## src/rtl/reg_file_pkg.sv

```systemverilog
// Shared defaults and word type for the reg_file register file.
package reg_file_pkg;

  localparam int REGFILE_WIDTH = 16;
  localparam int REGFILE_DEPTH = 8;
  localparam int REGFILE_ADDR  = 3;

  typedef logic [REGFILE_WIDTH-1:0] regfile_word_t;

endpackage

```

## src/rtl/reg_file_row.sv

```systemverilog
// One storage word of reg_file: write-enabled register, async active-high reset.
module reg_file_row
  import reg_file_pkg::*;
#(
  parameter int Width = REGFILE_WIDTH
) (
  input  logic             clk,
  input  logic             reset,
  input  logic             we,
  input  logic [Width-1:0] d,
  output logic [Width-1:0] q
);

  always_ff @(posedge clk or posedge reset) begin
    if (reset) begin
      q <= '0;
    end else if (we) begin
      q <= d;
    end
  end

endmodule

```

## src/rtl/reg_file.sv

```systemverilog
// Single-port register file with registered read; write wins over read.
// Optional RdValid output when REGFILE_RD_VALID_EN is defined.
module reg_file
  import reg_file_pkg::*;
#(
  parameter int Width = REGFILE_WIDTH,
  parameter int Depth = REGFILE_DEPTH,
  parameter int ADDR  = REGFILE_ADDR
) (
  input  logic             clk,
  input  logic             reset,
  input  logic             Wr_En,
  input  logic             Rd_En,
  input  logic [ADDR-1:0]  Address,
  input  logic [Width-1:0] WrData,
`ifdef REGFILE_RD_VALID_EN
  output logic             RdValid,
`endif
  output logic [Width-1:0] RdData
);

  logic [Width-1:0] row_q [Depth];
  logic [Depth-1:0] row_we;
  logic [Width-1:0] rd_word;
  logic             rd_accept;

  assign rd_accept = Rd_En && !Wr_En;

  // Out-of-range addresses match no row: writes are dropped, reads yield 0.
  for (genvar i = 0; i < Depth; i++) begin : g_row
    assign row_we[i] = Wr_En && (Address == ADDR'(i));

    reg_file_row #(
      .Width(Width)
    ) u_row (
      .clk  (clk),
      .reset(reset),
      .we   (row_we[i]),
      .d    (WrData),
      .q    (row_q[i])
    );
  end

  always_comb begin
    rd_word = '0;
    for (int unsigned i = 0; i < Depth; i++) begin
      if (Address == ADDR'(i)) begin
        rd_word = row_q[i];
      end
    end
  end

  always_ff @(posedge clk or posedge reset) begin
    if (reset) begin
      RdData <= '0;
    end else if (rd_accept) begin
      RdData <= rd_word;
    end
  end

`ifdef REGFILE_RD_VALID_EN
  always_ff @(posedge clk or posedge reset) begin
    if (reset) begin
      RdValid <= 1'b0;
    end else begin
      RdValid <= rd_accept;
    end
  end
`endif

endmodule

```

## config.mk

```make
export PLATFORM = sky130hd
export DESIGN_NAME = reg_file
export DESIGN_NICKNAME = d
export VERILOG_FILES = /design/src/rtl/reg_file_pkg.sv /design/src/rtl/reg_file_row.sv /design/src/rtl/reg_file.sv
export SDC_FILE = /design/constraint.sdc
export NUM_CORES = 1
export LEC_CHECK = 0
export ABC_AREA = 1
export CORE_MARGIN = 3
export CORE_UTILIZATION = 50
export DETAILED_ROUTE_END_ITERATION = 6
export PLACE_DENSITY = 0.69
export SYNTH_ARGS = -nofsm -noshare
export SYNTH_HDL_FRONTEND = slang
export SYNTH_SLANG_ARGS = --single-unit
```

## constraint.sdc

```tcl
create_clock -name clk -period 5.25 [get_ports clk]
set_input_delay 1.05 -clock clk [delete_from_list [all_inputs] [get_ports clk]]
set_output_delay 1.05 -clock clk [all_outputs]
set_load 0.05 [all_outputs]
```

# Word-level counts from Yosys, hierarchy flattened

Index checks and enable logic that the tools add are counted.

Output and inout bits: 16
Logic and storage cells: 35
Register bits: 144

Equal/unequal tests: 7
Reductions and logical operators: 11
Muxes and demuxes: 8

Operator list:

| cell               | count |
|---|---|
| $mux 16            | 8 |
| $eq 3x3->1 const B | 4 |
| $logic_and 1x1->1  | 9 |
| $eq 3x2->1 const B | 2 |
| $eq 3x1->1 const B | 1 |
| $logic_not 3->1    | 1 |
| $logic_not 1->1    | 1 |

# Logic depth before layout (Yosys ltp)

Gate-level depths: netlist (run 1).

Word-level depth: 9
Depth in mapped cells: 10
Gate-level depth less buffers: 8

# By module

Synthesis (run 1) repeated with hierarchy kept, for this count alone.

Cell total of the unflattened synthesis: 880
Area, all modules: 6994.2 um^2

Modules (own cells, without submodules):

| module       | cells an instance | sequential area each (um^2) | area an instance (um^2) | times used |
|---|---|---|---|---|
| reg_file_row | 69                | 400.4                       | 648.1                   | 8 |
| reg_file     | 328               | 400.4                       | 1809.2                  | 1 |

# Least setup slack after synthesis (run 1)

No wires, ideal clock.

Kind: input -> register
Start: input Address[0]
End: register RdData[10]
Setup slack: 3.027 ns
Data required time: 5.132 ns
Stages on the path: 10
Arrival time: 2.105 ns
Path buffers: 2
Path through: buf_4 -> inv_1 -> nor3_4 -> inv_2 -> buf_2 -> nor2_1 -> nor2_1 -> nand4_1 -> nand2_1 -> nand2_1

Cells in the longest elaborated chain, start to end: 9

RTL lines:

| item                   | RTL line       | text |
|---|---|---|
| start: declaration     | reg_file.sv:14 | `input logic [ADDR-1:0] Address,` |
| $logic_not 3->1        | reg_file.sv:47 | `if (Address == ADDR'(i)) begin` |
| $mux 16 (7 in a row)   | reg_file.sv:47 |  |
| $mux 16 (*)            | reg_file.sv:47 |  |
| end signal: assignment | reg_file.sv:57 | `RdData <= rd_word;` |
| end: declaration       | reg_file.sv:19 | `output logic [Width-1:0] RdData` |

Every way passes the cells marked *; elsewhere a longest branch is shown, timed or not.
A chain may end at the register's enable or synchronous reset.

# Worst setup path in the final report (run 1)

Start: input Address[0]
End: register g_row[1].u_row.q[4]

Cells in the longest elaborated chain, start to end: 2

RTL lines:

| item                   | RTL line           | text |
|---|---|---|
| $eq 3x1->1             | reg_file.sv:31     | `assign row_we[i] = Wr_En && (Address == ADDR'(i));` |
| $logic_and 1x1->1      | reg_file.sv:31     |  |
| end signal: assignment | reg_file_row.sv:16 | `q <= '0;` |
| end signal: assignment | reg_file_row.sv:18 | `q <= d;` |
| end: declaration       | reg_file_row.sv:11 | `output logic [Width-1:0] q` |

No other way between the ends.

==> metrics, run 1 <==
Die Ht=118.6 um; Routed WL=roughly 15000 um; clk root buf=clkbuf_16; crit path DAT=3910 ps; Max Buffers Root-to-Sink=2; multi-input logic area=2301 um2; status=complete, no violations; initial antenna violation count=0; WL met3=740 um; crit start category=input pin; routability cong.=0.8193; Worst setup EP type=flop; Hold/Removal Path Class=reg2reg; CTS Hold Buffers Added=0; DR vias/cell=between 5 and 6; cell area power density=433.0 nW/um2; fin crit share=68.56%; sequential share of the synthesized area=56.89%; dominant cells by area after synthesis=dfrtp_1 57%, nand2_1 13%, o21ai_0 7.9%; Die ar.=14050 um2; fin. max-slew vios=0; Antenna diodes=0; VDD IR max=0.2653 mV; drt first pass iters=7; largest net degree at the start of global routing=between 90 and 100; core area=approximately 12000 um2; metal2 WL=7487 um; PnR worst setup slack=1650 ps; FP Rows=40; EDFF count, synth=0; vias in the first global route=4933; GRT overflow=0; cts repair resizes=0; min Tclk post-route=3600 ps; CP Class=in2reg; DR vias=between 5k and 6k; Fin Setup TNS=0 ps; Mean Syn Cell Area=8.524 um2; worst-path fanout max=32; post-synth cell types=23; Filler cells=between 1k and 1.5k; Core Util, Final=60.48%; most frequent cells in the layout=227 x nand2_1, 144 x dfrtp_1, 100 x o21ai_0; # port buffers=38; Final setup violation count=0; slew margin rel.=about a third; register area=3603 um2; share of cells above drive strength 1=7.474%; DRC=0; Required @ worst endpoint=5560 ps; H-tree levels=4; worst skew pair latency=420 ps; RSZ-0062 raised after global routing=false; CTS tree=built; I/O pins=39; Yosys reg bits=144; Worst-Margin Slew=985.9 ps; cell count after placement=about 910; Detail Route Antenna Nets=0; first-pass GRT wire length=24870 um; worst clock skew=a little under 6 ps; clock sink count=between 100 and 150; commonest non-fill, non-tap cell in the layout=nand2_1; Place WS=1277 ps; Syn Nets=766; Die Wd=118.6 um; ys flop type=dfrtp_1; Max Fclk=277.8 MHz; Leakage=about 3.5 nW; leading area contributor after synthesis=dfrtp_1; nets=787; Detailed Route Iter0 Violations=486; top cell type's share of synthesized area=around 57%; clock-pin slew on the worst setup and hold paths=50 ps; Mapped Cells=743; dpl hpwl=9471 um; Initial Utilization=51.86%; Max Cap Violations=0; TritonCTS Buffers=17; yosys warns=0; Layout area overhead=16.61%; drt wl/cell=15.73 um; Post-synth ARST share=100.0%; non-filler cells, final=944; final hold violations=0; Synth Cell Area=6334 um2; DR top layer=met4; all-layer global routing usage=a little under a quarter; WL met1=6440 um; post-CTS setup buffers=0
synth_stat cells (3+ instances only):
master    number
a21oi_1       32
buf_2         14
buf_4          3
buf_6          3
clkbuf_1      21
dfrtp_1      144
inv_1         52
nand2_1      227
nand2_2        3
nand3_1       48
nand4_1       18
nor2_1        36
nor3_4         5
o21ai_0      100
o21ai_1       22
o21ai_2        6
registers in the layout, summed over array words and instances, names as in the netlist:
register / count
g_row.u_row.q: 128
RdData: 16
per-layer routing:
layer / track usage [%] / vias up
met2: 38.22 / 129
met1: 28.33 / 2428
met5: 0 / -
met4: 6.517 / 0
met3: 6.364 / 20
li1: - / 2453
logic make-up after synthesis:
family	Yosys count	synth area share [%]
flops	144	56.89
compound gates	160	13.00
buf+inv	99	6.776
simple gates	340	23.33
cell type report:
class                      instances  share of cell area [%]
tap                              168                   2.846
inverter                          56                   2.965
multi-input combinational        500                   31.15
timing repair buffer              45                   5.861
clock buffer                      21                   6.234
sequential                       144                   48.79
clock inverter                    10                   2.151
power by group:
| part | total (mW) | internal, mW | switching [mW] |
|---|---|---|---|
| clock | 1.27 | 0.816 | 0.452 |
| combinational | 0.496 | 0.178 | 0.318 |
| sequential | 1.43 | 1.32 | 0.114 |
| total | 3.20 | 2.31 | 0.885 |
worst max-delay path: stages:
cell             delay, ps
clkdlybuf4s50_1        740
inv_1                  290
nor3_4                 610
nand2_1                760
o21ai_0                440
through the flow:
stage,cell area (um2),power [mW],hold WS [ps]
6_report,7386,3.198,473.9
3_3_place_gp,6766,1.922,464.0
4_1_cts,7386,3.217,479.8
3_5_place_dp,6766,1.947,464.5
5_1_grt,7386,3.356,500.6
2_1_floorplan,6334,1.782,453.0
final timing paths:
kind | startpoint | end | slack (ps) | depth (start not counted)
worst max-delay path | Address[0] | g_row[1].u_row.q[4] | 1650 | 5
worst min-delay path | RdData[10] | RdData[10] | 470 | 2
worst max register to register | g_row[2].u_row.q[4] | RdData[4] | 4130 | 6
worst min register to register | RdData[10] | RdData[10] | 470 | 2
max in group asynchronous | reset | g_row[4].u_row.q[7] | 3180 | 3
min in group asynchronous | reset | g_row[1].u_row.q[15] | 1180 | 2
Power figures use the tool's default switching activity.
==> inputs of run 2 (changes only) <==
--- a/config.mk
+++ b/config.mk
@@ -9,7 +9,7 @@
 export CORE_MARGIN = 3
 export CORE_UTILIZATION = 50
 export DETAILED_ROUTE_END_ITERATION = 6
-export PLACE_DENSITY = 0.69
+export PLACE_DENSITY = 0.72
 export SYNTH_ARGS = -nofsm -noshare
 export SYNTH_HDL_FRONTEND = slang
 export SYNTH_SLANG_ARGS = --single-unit
==> constraint.sdc (replaced) <==
create_clock -name clk -period 3.3 [get_ports clk]
set_input_delay 0.66 -clock clk [delete_from_list [all_inputs] [get_ports clk]]
set_output_delay 0.66 -clock clk [all_outputs]
set_load 0.05 [all_outputs]
==> run 2 against run 1 <==
  * Hold slack improved by 3.4 ps
  * First-iteration DRC count increased by 28%
  * Die area unchanged
  * Cell count increased by 1.2%
  * Clock power increased by 63%
  * Sequential power increased by 59%
  * Power increased by 61%
  * Routed wire length increased by 3.5%
  * Non-clock buffer count increased by 10
  * Core utilization increased by 0.89 points
==> metrics, run 2 (synthesis results as in run 1) <==
Die Ht=118.6 um; largest registers=g_row.u_row.q (128), RdData (16); worst-path fanout max=32; largest net degree at the start of global routing=slightly below 100; CTS tree=built; DRC=0; VDD IR max=roughly 0.4 mV; RSZ-0062 raised after global routing=false; crit path DAT=between 2000 and 3000 ps; non-filler cells, final=roughly 960; WHS=477.3 ps; post-CTS setup buffers=0; Top reg by flops=g_row.u_row.q; drt wl/cell=16.08 um; Initial Utilization=about half; DR vias/cell=5.370; share of cells above drive strength 1=8.767%; crit start category=input pin; status=complete, no violations; routability cong.=0.8015; Max stage delay on crit path=790 ps; fin. max-slew vios=0; # port buffers=38; Layout area overhead=18.33%; Die ar.=14050 um2; cell count after placement=approximately 900; Leakage=3.593 nW; H-tree levels=4; final hold violations=0; PnR worst setup slack=approximately 730 ps; cts repair resizes=0; Detailed Route Iter0 Violations=620; max reg flops=roughly 130; Detail Route Antenna Nets=0; GRT overflow=0; Final setup violation count=0; FP Rows=40; slowest cell on the critical path=clkdlybuf4s50_1; initial antenna violation count=0; dpl hpwl=9734 um; most frequent cells in the layout=227 x nand2_1, 144 x dfrtp_1, 100 x o21ai_0; commonest non-fill, non-tap cell in the layout=nand2_1; Worst-Margin Slew=638.3 ps; clk root buf=clkbuf_16; clock sink count=roughly 140; TritonCTS Buffers=17; Max Fclk=389.0 MHz; Hold/Removal Path Class=reg2reg; CP Cell Sequence=clkdlybuf4s50_1, inv_4, nor2_8, nand2_2, clkinv_2, nand2_2, o21ai_0; drt first pass iters=5; vias in the first global route=5309; I/O pins=39; first-pass GRT wire length=25970 um; Place WS=309.2 ps; Die Wd=around 120 um; slew margin rel.=57.45%; Fin Setup TNS=0 ps; nets=797; Filler cells=about 1.1k; Max Cap Violations=0; min Tclk post-route=2571 ps; clock-pin slew on the worst setup and hold paths=50 ps; CTS Hold Buffers Added=0; Worst setup EP type=flop; worst clock skew=5.617 ps; Routed WL=between 15000 and 20000 um; CP Class=in2reg; cell area power density=687.7 nW/um2; DR vias=5128; all-layer global routing usage=23.46%; Antenna diodes=0; core area=approximately 12000 um2; multi-input logic area=2301 um2; fin crit share=77.91%; Required @ worst endpoint=3620 ps; Max Buffers Root-to-Sink=2; worst skew pair latency=between 400 and 500 ps; register area=between 3000 and 4000 um2; Crit path top cell by count=nand2_2
[run 2: where the power goes]
part	leakage (nW)	internal, mW	switching [mW]
Sequential	1.82	2.10	0.185
Combinational	1.47	0.292	0.512
Clock	0.309	1.34	0.722
Total	3.59	3.73	1.42
[run 2: path summary, 6_finish.rpt]
path,startpoint,endpoint,slack (ps),depth (start not counted)
max reg2reg,g_row[0].u_row.q[14],RdData[14],2180,6
max in group asynchronous,reset,g_row[4].u_row.q[13],2030,3
max,Address[1],g_row[6].u_row.q[8],730,7
min in group asynchronous,reset,g_row[2].u_row.q[12],710,3
min,RdData[13],RdData[13],480,2
min reg2reg,RdData[13],RdData[13],480,2
[run 2: metrics by stage]
stage	total power, mW	cell area [um2]	utilization (%)
2_1_floorplan	2.836	6337	-
3_3_place_gp	3.072	6853	56.12
3_5_place_dp	3.112	6853	56.12
4_1_cts	5.183	7495	61.37
5_1_grt	5.412	7495	61.37
6_report	5.154	7495	61.37
[run 2: cell type report]
type | count | area share [%]
clock buffers | 23 | 6.511
clock inverters | 9 | 2.053
inverters | 56 | 2.905
multi-input cells | 500 | 30.70
flip-flops and latches | 144 | 48.08
well taps | 168 | 2.805
repair buffers | 55 | 6.945
[run 2: per-layer routing]
metal,global-route usage (%),up-vias,part of all wire (%)
met1,29.59,2451,43
met4,9.341,0,2.5
met3,6.029,35,5.6
li1,-,2472,-
met5,0,-,0
met2,38.76,170,49
[run 2: worst max-delay path, delay by kind of cell]
kind                   cells  cell delay (ps)
buffers and inverters      3             1170
AOI/OAI and AO/OA          1              320
and+or+nand+nor            3              710
